[src/rtl/ac_seq_pkg.sv]
// Shared constants and strobe payload for the accumulator control sequencer.
// The optional I/O instruction group is enabled by defining AC_SEQ_IO_EN.
package ac_seq_pkg;

    localparam int unsigned AC_W   = 16;
    localparam int unsigned AC_SCW = 3;
    localparam int unsigned OPW    = 3;
    localparam int unsigned CSW    = 8;

    // Opcode field IR[W-2:W-4]
    localparam logic [2:0] OP_AND = 3'd0;
    localparam logic [2:0] OP_ADD = 3'd1;
    localparam logic [2:0] OP_LDA = 3'd2;
    localparam logic [2:0] OP_STA = 3'd3;
    localparam logic [2:0] OP_BUN = 3'd4;
    localparam logic [2:0] OP_REG = 3'd7;

    // Register-reference bit positions within IR
    localparam int unsigned RR_CLA = 11;
    localparam int unsigned RR_CLE = 10;
    localparam int unsigned RR_CMA = 9;
    localparam int unsigned RR_CME = 8;
    localparam int unsigned RR_CIR = 7;
    localparam int unsigned RR_CIL = 6;
    localparam int unsigned RR_INC = 5;
    localparam int unsigned RR_SPA = 4;
    localparam int unsigned RR_SNA = 3;
    localparam int unsigned RR_SZA = 2;
    localparam int unsigned RR_SZE = 1;
    localparam int unsigned RR_HLT = 0;

    // I/O bit positions within IR
    localparam int unsigned IO_INP = 11;
    localparam int unsigned IO_OUT = 10;
    localparam int unsigned IO_SKI = 9;
    localparam int unsigned IO_SKO = 8;

    // ControlSig bit positions
    localparam int unsigned CS_AND  = 0;
    localparam int unsigned CS_ADD  = 1;
    localparam int unsigned CS_DR   = 2;
    localparam int unsigned CS_INPR = 3;
    localparam int unsigned CS_COM  = 4;
    localparam int unsigned CS_SHR  = 5;
    localparam int unsigned CS_SHL  = 6;
    localparam int unsigned CS_LD   = 7;

    // Sequence-counter T-states
    localparam logic [2:0] T0 = 3'd0;
    localparam logic [2:0] T1 = 3'd1;
    localparam logic [2:0] T2 = 3'd2;
    localparam logic [2:0] T3 = 3'd3;
    localparam logic [2:0] T4 = 3'd4;
    localparam logic [2:0] T5 = 3'd5;

    typedef struct packed {
        logic [CSW-1:0] control_sig;
        logic           ar_ld_pc;
        logic           ar_ld_ir;
        logic           ar_ld_mem;
        logic           mem_rd;
        logic           mem_wr;
        logic           ir_ld;
        logic           dr_ld;
        logic           pc_inc;
        logic           pc_ld_ar;
        logic           e_clr;
        logic           e_cmp;
        logic           e_ld_co;
        logic           ac_inc;
    } strobe_t;

endpackage

[src/rtl/ac_seq_decode.sv]
// Combinational T-state/opcode decode into datapath strobes and sequence control.
// The I/O group (opcode 7 with I=1) decodes INP only when AC_SEQ_IO_EN is defined.
module ac_seq_decode
    import ac_seq_pkg::*;
#(
    parameter int unsigned W   = AC_W,
    parameter int unsigned SCW = AC_SCW
) (
    input  logic           running,
    input  logic [SCW-1:0] sc,
    input  logic [W-2:0]   ir_body,
    input  logic           i_flag,
    input  logic           ac_sign,
    input  logic           ac_zero,
    input  logic           e_flag,
    output strobe_t        strobes_c,
    output logic           sc_clr_c,
    output logic           halt_c
);

    logic [OPW-1:0] opcode;

    assign opcode = ir_body[W-2:W-4];

    always_comb begin
        strobes_c = '0;
        sc_clr_c  = 1'b0;
        halt_c    = 1'b0;
        if (running) begin
            case (sc)
                SCW'(T0): strobes_c.ar_ld_pc = 1'b1;
                SCW'(T1): begin
                    strobes_c.mem_rd = 1'b1;
                    strobes_c.ir_ld  = 1'b1;
                    strobes_c.pc_inc = 1'b1;
                end
                SCW'(T2): strobes_c.ar_ld_ir = 1'b1;
                SCW'(T3): begin
                    if (opcode == OP_REG) begin
                        sc_clr_c = 1'b1;
                        if (!i_flag) begin
                            // AC operations are mutually exclusive by priority; E ops and skips are not
                            if (ir_body[RR_CLA]) begin
                                strobes_c.control_sig[CS_LD] = 1'b1;
                            end else if (ir_body[RR_CMA]) begin
                                strobes_c.control_sig[CS_LD]  = 1'b1;
                                strobes_c.control_sig[CS_COM] = 1'b1;
                            end else if (ir_body[RR_CIR]) begin
                                strobes_c.control_sig[CS_LD]  = 1'b1;
                                strobes_c.control_sig[CS_SHR] = 1'b1;
                            end else if (ir_body[RR_CIL]) begin
                                strobes_c.control_sig[CS_LD]  = 1'b1;
                                strobes_c.control_sig[CS_SHL] = 1'b1;
                            end else if (ir_body[RR_INC]) begin
                                strobes_c.ac_inc = 1'b1;
                            end
                            strobes_c.e_clr  = ir_body[RR_CLE];
                            strobes_c.e_cmp  = ir_body[RR_CME];
                            strobes_c.pc_inc = (ir_body[RR_SPA] & ~ac_sign & ~ac_zero)
                                             | (ir_body[RR_SNA] & ac_sign)
                                             | (ir_body[RR_SZA] & ac_zero)
                                             | (ir_body[RR_SZE] & ~e_flag);
                            halt_c = ir_body[RR_HLT];
                        end else begin
`ifdef AC_SEQ_IO_EN
                            // OUT/SKI/SKO are reserved and drive no AC strobe
                            if (ir_body[IO_INP]) begin
                                strobes_c.control_sig[CS_LD]   = 1'b1;
                                strobes_c.control_sig[CS_INPR] = 1'b1;
                            end
`endif
                        end
                    end else if (i_flag) begin
                        strobes_c.mem_rd    = 1'b1;
                        strobes_c.ar_ld_mem = 1'b1;
                    end
                end
                SCW'(T4): begin
                    case (opcode)
                        OP_AND, OP_ADD, OP_LDA: begin
                            strobes_c.mem_rd = 1'b1;
                            strobes_c.dr_ld  = 1'b1;
                        end
                        OP_STA: begin
                            strobes_c.mem_wr = 1'b1;
                            sc_clr_c         = 1'b1;
                        end
                        OP_BUN: begin
                            strobes_c.pc_ld_ar = 1'b1;
                            sc_clr_c           = 1'b1;
                        end
                        default: sc_clr_c = 1'b1;
                    endcase
                end
                SCW'(T5): begin
                    sc_clr_c = 1'b1;
                    strobes_c.control_sig[CS_LD] = 1'b1;
                    case (opcode)
                        OP_AND: strobes_c.control_sig[CS_AND] = 1'b1;
                        OP_ADD: begin
                            strobes_c.control_sig[CS_ADD] = 1'b1;
                            strobes_c.e_ld_co             = 1'b1;
                        end
                        OP_LDA: strobes_c.control_sig[CS_DR] = 1'b1;
                        default: strobes_c.control_sig[CS_LD] = 1'b0;
                    endcase
                end
                default: sc_clr_c = 1'b1;
            endcase
        end
    end

endmodule

[src/rtl/ac_control_sequencer.sv]
// Timing/decode sequencer: holds SC, IR, I and run flag S; strobes decode combinationally.
// Defining AC_SEQ_IO_EN enables the INP instruction of the I/O group.
module ac_control_sequencer
    import ac_seq_pkg::*;
#(
    parameter int unsigned W   = AC_W,
    parameter int unsigned SCW = AC_SCW
) (
    input  logic           clk,
    input  logic           rst,
    input  logic           start,
    input  logic [W-1:0]   mem_data,
    input  logic           ac_sign,
    input  logic           ac_zero,
    input  logic           e_flag,
    output logic [CSW-1:0] ControlSig,
    output logic           ar_ld_pc,
    output logic           ar_ld_ir,
    output logic           ar_ld_mem,
    output logic           mem_rd,
    output logic           mem_wr,
    output logic           ir_ld,
    output logic           dr_ld,
    output logic           pc_inc,
    output logic           pc_ld_ar,
    output logic           e_clr,
    output logic           e_cmp,
    output logic           e_ld_co,
    output logic           ac_inc,
    output logic           running
);

    logic [SCW-1:0] sc_q, sc_d;
    logic [W-1:0]   ir_q, ir_d;
    logic           i_q, i_d;
    logic           s_q, s_d;
    strobe_t        strobes_c;
    logic           sc_clr_c;
    logic           halt_c;

    ac_seq_decode #(
        .W   (W),
        .SCW (SCW)
    ) u_decode (
        .running   (s_q),
        .sc        (sc_q),
        .ir_body   (ir_q[W-2:0]),
        .i_flag    (i_q),
        .ac_sign   (ac_sign),
        .ac_zero   (ac_zero),
        .e_flag    (e_flag),
        .strobes_c (strobes_c),
        .sc_clr_c  (sc_clr_c),
        .halt_c    (halt_c)
    );

    always_ff @(posedge clk or posedge rst) begin
        if (rst) begin
            sc_q <= '0;
            ir_q <= '0;
            i_q  <= 1'b0;
            s_q  <= 1'b0;
        end else begin
            sc_q <= sc_d;
            ir_q <= ir_d;
            i_q  <= i_d;
            s_q  <= s_d;
        end
    end

    // Sequencing only advances while running; start is honoured only when halted
    always_comb begin
        sc_d = sc_q;
        ir_d = ir_q;
        i_d  = i_q;
        s_d  = s_q;
        if (!s_q) begin
            sc_d = '0;
            if (start) begin
                s_d = 1'b1;
            end
        end else begin
            if (strobes_c.ir_ld) begin
                ir_d = mem_data;
            end
            if (strobes_c.ar_ld_ir) begin
                i_d = ir_q[W-1];
            end
            sc_d = sc_clr_c ? '0 : SCW'(sc_q + SCW'(1));
            if (halt_c) begin
                s_d = 1'b0;
            end
        end
    end

    assign ControlSig = strobes_c.control_sig;
    assign ar_ld_pc   = strobes_c.ar_ld_pc;
    assign ar_ld_ir   = strobes_c.ar_ld_ir;
    assign ar_ld_mem  = strobes_c.ar_ld_mem;
    assign mem_rd     = strobes_c.mem_rd;
    assign mem_wr     = strobes_c.mem_wr;
    assign ir_ld      = strobes_c.ir_ld;
    assign dr_ld      = strobes_c.dr_ld;
    assign pc_inc     = strobes_c.pc_inc;
    assign pc_ld_ar   = strobes_c.pc_ld_ar;
    assign e_clr      = strobes_c.e_clr;
    assign e_cmp      = strobes_c.e_cmp;
    assign e_ld_co    = strobes_c.e_ld_co;
    assign ac_inc     = strobes_c.ac_inc;
    assign running    = s_q;

endmodule

[config.mk]
export PLATFORM = sky130hd
export DESIGN_NAME = ac_control_sequencer
export DESIGN_NICKNAME = d
export VERILOG_FILES = /design/src/rtl/ac_seq_pkg.sv /design/src/rtl/ac_seq_decode.sv /design/src/rtl/ac_control_sequencer.sv
export SDC_FILE = /design/constraint.sdc
export NUM_CORES = 1
export LEC_CHECK = 0
export CAP_MARGIN = 20
export CORE_MARGIN = 1.5
export CORE_UTILIZATION = 29
export CTS_CLUSTER_SIZE = 24
export DETAILED_ROUTE_END_ITERATION = 10
export GPL_TIMING_DRIVEN = 0
export SLEW_MARGIN = 20
export SYNTH_ARGS = -nofsm -noshare
export SYNTH_HDL_FRONTEND = slang
export SYNTH_SLANG_ARGS = --single-unit
[constraint.sdc]
create_clock -name clk -period 2.5 [get_ports clk]
set_input_delay 0.25 -clock clk [delete_from_list [all_inputs] [get_ports clk]]
set_output_delay 0.25 -clock clk [all_outputs]
set_load 0.02 [all_outputs]
==> impl_metrics.env <==
export IMPL_clk_transition_reported_paths_ps=70
export IMPL_worst_slew_pin_slew_ps=787
export IMPL_portBuffers=42
export IMPL_die_w_um=65.7
export IMPL_relSlewSlack=0.475
export IMPL_yosys_area_top_type="dfrtp_1"
export IMPL_synthArstFlopShare=1.00
export IMPL_ys_seq_area_frac=0.462
export IMPL_coreArea_sq_mm=0.00372
export IMPL_synth_compound_area_frac=0.0505
export IMPL_cts_root_buf="clkbuf_8"
export IMPL_cts_max_level=1
export IMPL_final_setup_tns_ps=0
export IMPL_layout_nets=171
export IMPL_synth_nets=124
export IMPL_antenna_found_initial=0
export IMPL_syn2layout_area_growth_pct=46.9
export IMPL_avgSynthCellArea_sq_um=11.7
export IMPL_synth_edf_count=0
export IMPL_insertion_delay_ps=250
export IMPL_drtIter0Drc=14
export IMPL_vias=923
export IMPL_ys_warn_count=0
export IMPL_synth_xor_area_share=0
export IMPL_synth_adder_area_share=0.0549
export IMPL_yosys_area_share_simple=0.210
export IMPL_fin_crit_sh=0.953
export IMPL_postCtsSetupRepairBufs=0
export IMPL_rrSetupSlack_ps=870
export IMPL_fmax_ghz=0.420
export IMPL_synth_distinct_cells=34
export IMPL_ant_nets=0
export IMPL_crit_reg2reg_capture="sc_q[1]$_DFF_PP0_"
export IMPL_overflow=0
export IMPL_start_util=0.306
export IMPL_rows=22
export IMPL_remaining_drc_errors=0
export IMPL_ys_ff_latch=21
export IMPL_track_usage=0.119
export IMPL_cp_max_fo=4
export IMPL_fin_util=0.450
export IMPL_gp_congestion=0.708
export IMPL_wl_per_cell_um=12.8
export IMPL_n_antenna_cell=0
export IMPL_cellLeakagePower_nw=0.752
export IMPL_worstSetupPathType="flip-flop to output pin"
export IMPL_syn_inst=97
export IMPL_synth_area_sq_mm=0.00114
export IMPL_hpwl_um=1970
export IMPL_multi_input_comb_area_sq_um=588
export IMPL_vias_per_cell=4.83
export IMPL_final_setup_worst_slack_ps=118
export IMPL_cts_buffers=3
export IMPL_dieArea_sq_mm=0.00431
export IMPL_drv_slew=0
export IMPL_cts_sinks=21
export IMPL_synth_top_area_frac=0.462
export IMPL_final_setup_skew_ps=1.04
export IMPL_power_total_w=0.00167
export IMPL_reg2regPathDepth=5
export IMPL_status="completed"
export IMPL_maxCapViolations=0
export IMPL_start_kind="flip-flop"
export IMPL_ioPinCount=44
export IMPL_hp_class="input port to async pin"
export IMPL_grt_pass1_vias=896
export IMPL_clock_path_buffers=2
export IMPL_r2r_start="sc_q[1]$_DFF_PP0_"
export IMPL_p_per_area_mw_per_mm2=1000
export IMPL_synth_mux_area_frac=0.177
export IMPL_synth_top_family_by_area="simple AND/OR/NAND/NOR gates"
export IMPL_grt_start_max_net_pins=22
export IMPL_fin_crit_ps=2380
export IMPL_pre_cts_slack_ps=-64.9
export IMPL_die_y_um=65.7
export IMPL_first_pass_iters=6
export IMPL_hold_viol_final=0
export IMPL_cp_end_kind="output pin"
export IMPL_crit_required_ps=2250
export IMPL_grt_pass1_wl_um=3920
export IMPL_drive_gt1_frac=0.266
export IMPL_nFillCells=373
export IMPL_cts_tree="built"
export IMPL_finalWirelength_um=2450
export IMPL_critical_path_arrival_ps=2130
export IMPL_seq_area_sq_um=526
export IMPL_setup_violations=0
export IMPL_ir_drop_mv=0.394
export IMPL_ctsHoldBuffers=0
export IMPL_synthFlopType="dfrtp_1"
export IMPL_netlist_top_cells_area="dfrtp_1 (46%), mux2_2 (17%), ha_1 (5.5%)"
## cells in the mapped netlist, types with 2 or more instances
library cell and n:
a21oi_1 2, nor3b_1 6, nor2_1 2, and3_1 2, inv_1 6, and2_1 4, nand2_1 2, nor3_1 6
buf_4 2, ha_1 5, dfrtp_1 21, mux2_2 17
## worst max path at each step
| stage | from | cells past startpoint | slack, ps | endpoint |
|---|---|---|---|---|
| after floorplan | sc_q[0]$_DFF_PP0_ | 5 | 450 | ControlSig[7] |
| after global placement | sc_q[0]$_DFF_PP0_ | 6 | -50 | ControlSig[6] |
| after detailed placement | sc_q[0]$_DFF_PP0_ | 6 | -60 | ControlSig[6] |
| after CTS | sc_q[0]$_DFF_PP0_ | 6 | -10 | ControlSig[7] |
| after global routing | sc_q[0]$_DFF_PP0_ | 6 | -4 | mem_rd |
| final | sc_q[0]$_DFF_PP0_ | 5 | 120 | mem_rd |
## cells by family (layout without fill, tap and decap cells)
| group | after synthesis | after routing |
|---|---|---|
| AND/OR/NAND/NOR | 35 | 35 |
| flip-flops | 21 | 21 |
| buffers and inverters | 9 | 55 |
| AO/OA/AOI/OAI | 8 | 8 |
| other | 1 | 1 |
| adder cells (fa/ha/maj) | 5 | 5 |
| multiplexers | 18 | 18 |
## sequential cells by signal, indices dropped and copies added, names as in the netlist
name,count
ir_q,16
i_q,1
sc_q,3
running,1
## worst max-delay path, stage by stage (launching register included)
cell	delay (ps)
dfrtp_1	420
ha_1	230
ha_1	220
and4_2	250
a211o_1	220
clkdlybuf4s50_1	530
## cell type report
cell class                 count  area share
buffer                         3      0.0157
clock buffer                   3      0.0247
clock inverter                 1     0.00299
inverter                       6      0.0135
multi-input combinational     67       0.352
sequential                    21       0.314
tap                           48      0.0359
timing repair buffer          42       0.242
## placed cells by master (no fill, tap or decap), drive strengths merged, types with 2 or more instances in the layout
cell and count:
clkbuf 5, nor3 6, nor2 2, dfrtp 21, dlymetal6s2s 2, a21oi 2
mux2 17, and2 5, clkdlybuf4s50 32, dlygate4sd2 5, nand2 3, buf 4
inv 6, nor3b 6, and3 2, nand3 2, ha 5
## layer usage
layer	routed length, um	up-vias	global-route usage
met2	1260	28	0.202
met4	14	0	0.0234
met1	999	447	0.148
li1	-	443	-
met3	170	5	0.0377
met5	0	-	0
## per-stage QoR
step	std cells	hold slack [ps]	instance area, sq um
5_1_grt	191	501	1670
2_1_floorplan	97	227	1140
3_3_place_gp	187	437	1620
6_report	191	432	1670
4_1_cts	191	455	1670
3_5_place_dp	187	444	1620
## what timing repair did
item	in CTS	in global routing
endpoints found under the hold margin	0	0
setup endpoints to repair	9	8
resized for setup	11	14
## report_power, final
| part | switching [W] | internal, W | total (W) |
|---|---|---|---|
| combinational | 0.000352 | 0.000449 | 0.000800 |
| sequential | 0.000149 | 0.000507 | 0.000656 |
| clock | 0.000107 | 0.000111 | 0.000217 |
Power figures use the tool's default switching activity.
